[config.mk]
export PLATFORM = sky130hd
export DESIGN_NAME = usart_tx
export DESIGN_NICKNAME = d
export VERILOG_FILES = /design/src/rtl/usart_pkg.sv /design/src/rtl/usart_tx_fifo.sv /design/src/rtl/usart_tx.sv
export SDC_FILE = /design/constraint.sdc
export NUM_CORES = 1
export LEC_CHECK = 0
export BUFFER_PORTS_ARGS = -buffer_cell sky130_fd_sc_hd__clkbuf_2
export CAP_MARGIN = 20
export CORE_MARGIN = 2
export CORE_UTILIZATION = 47
export DETAILED_ROUTE_END_ITERATION = 7
export HOLD_SLACK_MARGIN = 0.08
export SETUP_SLACK_MARGIN = 0.15
export SLEW_MARGIN = 10
export SYNTH_ARGS = -nofsm -noshare
export SYNTH_HDL_FRONTEND = slang
export SYNTH_SLANG_ARGS = --single-unit
[constraint.sdc]
create_clock -name clk -period 3.9 [get_ports clk]
set_clock_uncertainty 0.15 [all_clocks]
set_input_delay 0.78 -clock clk [delete_from_list [all_inputs] [get_ports clk]]
set_output_delay 0.78 -clock clk [all_outputs]
set_load 0.03 [all_outputs]
[src/rtl/usart_pkg.sv]
// Shared types and helpers for the USART transmitter.
// The PARITY state exists only when USART_TX_PARITY_EN is defined.
package usart_pkg;

  typedef enum logic [2:0] {
    IDLE,
    START,
    DATA,
`ifdef USART_TX_PARITY_EN
    PARITY,
`endif
    STOP
  } tx_state_e;

  // Integer divide: any fractional remainder is dropped.
  function automatic int clks_per_bit(input int clk_freq, input int baud_rate);
    return clk_freq / baud_rate;
  endfunction

endpackage

[src/rtl/usart_tx_fifo.sv]
// Synchronous transmit FIFO with full/empty tracking and a registered ready flag.
// ready mirrors "not full" for the next occupancy, so it is held low in reset.
module usart_tx_fifo #(
  parameter int WIDTH = 8,
  parameter int DEPTH = 4
) (
  input  logic             clk,
  input  logic             reset,
  input  logic             push,
  input  logic [WIDTH-1:0] push_data,
  input  logic             pop,
  output logic [WIDTH-1:0] pop_data,
  output logic             ready,
  output logic             empty
);

  localparam int AW = $clog2(DEPTH);
  localparam logic [AW:0] FULL_CNT = (AW+1)'(DEPTH);

  logic [WIDTH-1:0] mem_q [DEPTH];
  logic [WIDTH-1:0] mem_d [DEPTH];
  logic [AW-1:0]    wr_ptr_q, wr_ptr_d;
  logic [AW-1:0]    rd_ptr_q, rd_ptr_d;
  logic [AW:0]      count_q, count_d;
  logic             ready_q, ready_d;
  logic             do_push, do_pop;

  // Acceptance uses the registered ready, which reflects the occupancy before any same-cycle pop.
  assign do_push  = push && ready_q;
  assign do_pop   = pop && (count_q != '0);
  assign pop_data = mem_q[rd_ptr_q];
  assign empty    = (count_q == '0);
  assign ready    = ready_q;

  always_comb begin
    mem_d    = mem_q;
    wr_ptr_d = wr_ptr_q;
    rd_ptr_d = rd_ptr_q;
    count_d  = count_q;
    if (do_push) begin
      mem_d[wr_ptr_q] = push_data;
      wr_ptr_d        = wr_ptr_q + AW'(1);
    end
    if (do_pop) begin
      rd_ptr_d = rd_ptr_q + AW'(1);
    end
    if (do_push && !do_pop) begin
      count_d = count_q + (AW+1)'(1);
    end else if (!do_push && do_pop) begin
      count_d = count_q - (AW+1)'(1);
    end
    ready_d = (count_d != FULL_CNT);
  end

  always_ff @(posedge clk or negedge reset) begin
    if (!reset) begin
      mem_q    <= '{default: '0};
      wr_ptr_q <= '0;
      rd_ptr_q <= '0;
      count_q  <= '0;
      ready_q  <= 1'b0;
    end else begin
      mem_q    <= mem_d;
      wr_ptr_q <= wr_ptr_d;
      rd_ptr_q <= rd_ptr_d;
      count_q  <= count_d;
      ready_q  <= ready_d;
    end
  end

endmodule

[src/rtl/usart_tx.sv]
// Buffered USART transmitter: start bit, DATA_BIT data bits LSB first, stop bit.
// Define USART_TX_PARITY_EN to add a parity bit (even, or odd with PARITY_ODD=1).
module usart_tx
  import usart_pkg::*;
#(
  parameter int CLK_FREQ   = 100000000,
  parameter int BAUD_RATE  = 115200,
  parameter int DATA_BIT   = 8,
  parameter int FIFO_DEPTH = 4
`ifdef USART_TX_PARITY_EN
  ,
  parameter int PARITY_ODD = 0
`endif
) (
  input  logic       clk,
  input  logic       reset,
  input  logic [7:0] tx_data,
  input  logic       tx_valid,
  output logic       tx_ready,
  output logic       tx,
  output logic       busy
);

  localparam int CLKS_PER_BIT = clks_per_bit(CLK_FREQ, BAUD_RATE);
  localparam int CNT_W        = $clog2(CLKS_PER_BIT + 1);
  localparam int IDX_W        = $clog2(DATA_BIT);
  localparam logic [CNT_W-1:0] LAST_CNT = CNT_W'(CLKS_PER_BIT - 1);
  localparam logic [IDX_W-1:0] LAST_IDX = IDX_W'(DATA_BIT - 1);
`ifdef USART_TX_PARITY_EN
  localparam logic [7:0] DATA_MASK = 8'((1 << DATA_BIT) - 1);
`endif

  tx_state_e        state_q, state_d;
  logic [CNT_W-1:0] cnt_q, cnt_d;
  logic [IDX_W-1:0] idx_q, idx_d;
  logic [7:0]       shift_q, shift_d;
  logic             tx_q, tx_d;
  logic             busy_q, busy_d;
  logic             fifo_pop, fifo_empty, fifo_ready, bit_done;
  logic [7:0]       fifo_data;
`ifdef USART_TX_PARITY_EN
  logic             parity_q, parity_d;
`endif

  usart_tx_fifo #(
    .WIDTH(8),
    .DEPTH(FIFO_DEPTH)
  ) u_fifo (
    .clk      (clk),
    .reset    (reset),
    .push     (tx_valid),
    .push_data(tx_data),
    .pop      (fifo_pop),
    .pop_data (fifo_data),
    .ready    (fifo_ready),
    .empty    (fifo_empty)
  );

  assign bit_done = (cnt_q == LAST_CNT);
  assign tx_ready = fifo_ready;
  assign tx       = tx_q;
  assign busy     = busy_q;

  // tx is registered from the current state, so the line trails the FSM by one cycle.
  always_comb begin
    state_d  = state_q;
    cnt_d    = cnt_q;
    idx_d    = idx_q;
    shift_d  = shift_q;
    tx_d     = 1'b1;
    fifo_pop = 1'b0;
`ifdef USART_TX_PARITY_EN
    parity_d = parity_q;
`endif
    if (state_q != IDLE) begin
      cnt_d = bit_done ? '0 : cnt_q + CNT_W'(1);
    end
    case (state_q)
      IDLE: begin
        if (!fifo_empty) begin
          fifo_pop = 1'b1;
          state_d  = START;
        end
      end
      START: begin
        tx_d = 1'b0;
        if (bit_done) begin
          state_d = DATA;
          idx_d   = '0;
        end
      end
      DATA: begin
        tx_d = shift_q[0];
        if (bit_done) begin
          shift_d = shift_q >> 1;
          if (idx_q == LAST_IDX) begin
            idx_d = '0;
`ifdef USART_TX_PARITY_EN
            state_d = PARITY;
`else
            state_d = STOP;
`endif
          end else begin
            idx_d = idx_q + IDX_W'(1);
          end
        end
      end
`ifdef USART_TX_PARITY_EN
      PARITY: begin
        tx_d = parity_q;
        if (bit_done) begin
          state_d = STOP;
        end
      end
`endif
      STOP: begin
        tx_d = 1'b1;
        if (bit_done) begin
          if (!fifo_empty) begin
            fifo_pop = 1'b1;
            state_d  = START;
          end else begin
            state_d = IDLE;
          end
        end
      end
      default: state_d = IDLE;
    endcase
    if (fifo_pop) begin
      shift_d = fifo_data;
`ifdef USART_TX_PARITY_EN
      parity_d = (^(fifo_data & DATA_MASK)) ^ (PARITY_ODD != 0);
`endif
    end
    busy_d = (state_q != IDLE) || !fifo_empty;
  end

  always_ff @(posedge clk or negedge reset) begin
    if (!reset) begin
      state_q  <= IDLE;
      cnt_q    <= '0;
      idx_q    <= '0;
      shift_q  <= '0;
      tx_q     <= 1'b1;
      busy_q   <= 1'b0;
`ifdef USART_TX_PARITY_EN
      parity_q <= 1'b0;
`endif
    end else begin
      state_q  <= state_d;
      cnt_q    <= cnt_d;
      idx_q    <= idx_d;
      shift_q  <= shift_d;
      tx_q     <= tx_d;
      busy_q   <= busy_d;
`ifdef USART_TX_PARITY_EN
      parity_q <= parity_d;
`endif
    end
  end

endmodule

==> metrics.md <==
| Metric | Value |
|---|---|
| Leakage power | approximately 0.0016 µW |
| Row Count | 30 |
| First-pass GRT wire length | 9.646 mm |
| Clock sinks | 65 |
| Max Cap Viol | 0 |
| Setup WS pre-CTS | 1.348 ns |
| Initial antenna violation count | 0 |
| Clk Latency, worst-skew pair | around 0.35 ns |
| Min Clock Period, post-route | 2.344 ns |
| Die Y | 86.59 µm |
| Longest Clk Path Bufs | 2 |
| Commonest non-fill, non-tap cell in the layout | dfrtp_1 |
| Ys Warns | 0 |
| Tightest Pin Transition | ~0.64 ns |
| Peak VDD IR | a little under 0.4 mV |
| Most frequent cells in the layout | dfrtp_1 (64), mux2_2 (33), nand2_1 (26) |
| Overflow after GRT | 0 |
| Max-slew violations | 0 |
| Post-synth EDFFs | 0 |
| HPWL Detailed | ~3.9 mm |
| Register area | 1628 µm² |
| Nets | 297 |
| Reg2Reg Launch Point | u_fifo.count_q[0]$_DFF_PN0_ |
| Chip width | 86.59 µm |
| Cell area power density | 817.0 nW/µm² |
| HP Class | in -> async |
| Core area | 6681 µm² |
| Buffer count from post-CTS setup fixing | 0 |
| DR WL/cell | 15.69 µm |
| Synthesized cell area | 3206 µm² |
| Ys async rst share | 100.0% |
| WP data required | around 4 ns |
| Synth cell types | 42 |
| Vias in the first global route | 1973 |
| Placed cell count | 341 |
| CTS root buffer | clkbuf_8 |
| Final WS setup | 1.556 ns |
| Final setup viols | 0 |
| Crit start category | flip-flop |
| Via Count | around 1900 |
| Total Wirelength | 5.603 mm |
| Synth Register Bits | 65 |
| Seq/Total Area, Yosys | 50.78% |
| Syn Nets | 278 |
| Flop2flop setup slack | ~1.6 ns |
| Area of the multi-input gates | 1503 µm² |
| 1st-iter DRT viols | 64 |
| Non-Filler Instances | 357 |
| FILL cells | 608 |
| IO Port Bufs | 13 |
| Final GP Congestion | between 0.7 and 0.8 |
| Worst EP arrival | 2.41 ns |
| Worst Setup EP | u_fifo.rd_ptr_q[1]$_DFFE_PN0P_ |
| Total GRT Usage | around 17% |
| Max FO, Critical Path | 18 |
| Post-CTS Hold Buffers | 0 |
| Initial core utilization | approximately 48% |
| CTS H-Tree Depth | 3 |
| CTS clock-pin slew for the worst setup and hold paths | about 0.08 ns |
| Largest net degree at the start of global routing | 43 |
| Vias per inst | around 5.4 |
| Top FF cell, synth | dfrtp_1 |
| Die Area | about 7500 µm² |
| Syn Inst Count | 253 |
| Cells on worst reg2reg path | 8 |
| DRT antenna net count | 0 |
| Residual DRC | 0 |
| Count of final hold-check violations | 0 |
| Setup CP Type | reg -> reg |
| Status | finished clean |
| Ports | 14 |
| Worst slew margin | 57.32% |
| Post-CTS sizing | 0 |
| Final period util | 60.09% |
| Diodes inserted | 0 |
| F_max | 0.4267 GHz |
| RSZ-0062 raised after global routing | no |
| Total CTS buffers | 9 |
| P&R area growth vs syn | 11.48% |
| RR Endpoint | u_fifo.rd_ptr_q[1]$_DFFE_PN0P_ |
| CTS tree | done |
| DRT Pass-1 Iters | 4 |
| Synthesized area per cell | 12.67 µm² |
| Total power | 2919 µW |
| Layout cells sized above 1 | 30.32% |
| Crit. Startpoint | u_fifo.count_q[0]$_DFF_PN0_ |
| CP endpoint kind | flip-flop |
| Post-Route Setup TNS | 0 ns |
[power by group]
part	internal [µW]	leakage, µW	switching (µW)
Sequential	981	0.000783	240
Clock	365	0.000106	280
Combinational	568	0.000755	485
[worst max-delay path, stage by stage, from the launching register on]
cell,delay [ns]
dfrtp_1,0.44
inv_1,0.12
ha_1,0.22
nand2b_1,0.14
nand2_2,0.13
o41ai_4,0.48
buf_4,0.29
nand2_1,0.09
xnor2_1,0.15
[state kept, by name, indices dropped and copies added, names as in the netlist, 2 cells and up]
signal and flops:
cnt_q 10, idx_q 3, shift_q 8, state_q 2
u_fifo.count_q 3, u_fifo.mem_q 32, u_fifo.rd_ptr_q 2, u_fifo.wr_ptr_q 2
[through the flow]
stage / area (µm²) / hold slack, ns / util [%]
6_report: 3573 / 0.2822 / 53.48
5_1_grt: 3573 / 0.3346 / 53.48
4_1_cts: 3573 / 0.2976 / 53.48
3_5_place_dp: 3348 / 0.3346 / 50.11
3_3_place_gp: 3348 / 0.3202 / 50.11
2_1_floorplan: 3206 / 0.3029 / -
[per-layer routing]
metal / vias up / GRT usage, % / routed length (µm)
met5: - / 0 / 0
met4: 0 / 7.102 / 90
met3: 7 / 4.857 / 193
met2: 30 / 26.15 / 2518
met1: 965 / 23.51 / 2800
li1: 942 / - / -
[layout make-up]
type,count,share of cell area (%)
clock buffer,9,3.466
clock inverter,7,2.836
inverter,10,1.050
multi-input combinational,171,42.05
sequential,65,45.55
tap,80,2.801
timing repair buffer,15,2.241
[worst min-delay path by stage]
stage	depth (start not counted)	to	slack, ns	from
after global placement	2	idx_q[2]$_DFFE_PN0P_	0.32	idx_q[2]$_DFFE_PN0P_
final	1	cnt_q[2]$_DFFE_PN0P_	0.28	reset
after global routing	1	u_fifo.mem_q[11]$_DFFE_PN0P_	0.33	reset
after CTS	1	u_fifo.mem_q[19]$_DFFE_PN0P_	0.30	reset
after detailed placement	2	idx_q[2]$_DFFE_PN0P_	0.33	idx_q[2]$_DFFE_PN0P_
after floorplan	2	tx$_DFF_PN1_	0.30	shift_q[0]$_DFFE_PN0P_
[logic make-up after synthesis]
kind of cell | Yosys count | share of synthesized area, %
flip-flops | 65 | 50.78
buffers and inverters | 17 | 2.342
XOR/XNOR | 13 | 3.552
multiplexers | 51 | 20.34
adder cells (fa/ha/maj) | 14 | 5.465
AND/OR/NAND/NOR | 61 | 10.42
AO/OA/AOI/OAI | 32 | 7.104
[cell usage after synthesis (all sizes together), types with 3 or more instances]
cell type / count / area share [%]
a21oi: 3 / 0.47
xnor2: 9 / 2.5
ha: 14 / 5.5
nor2: 11 / 1.3
nand2: 28 / 3.4
buf: 5 / 0.94
mux2: 33 / 12
nand3: 4 / 0.62
xor2: 4 / 1.1
inv: 10 / 1.2
mux2i: 10 / 3.1
mux4: 8 / 5.6
dfrtp: 64 / 50
o21ai: 17 / 2.7
(Power assumes the default switching activity.)
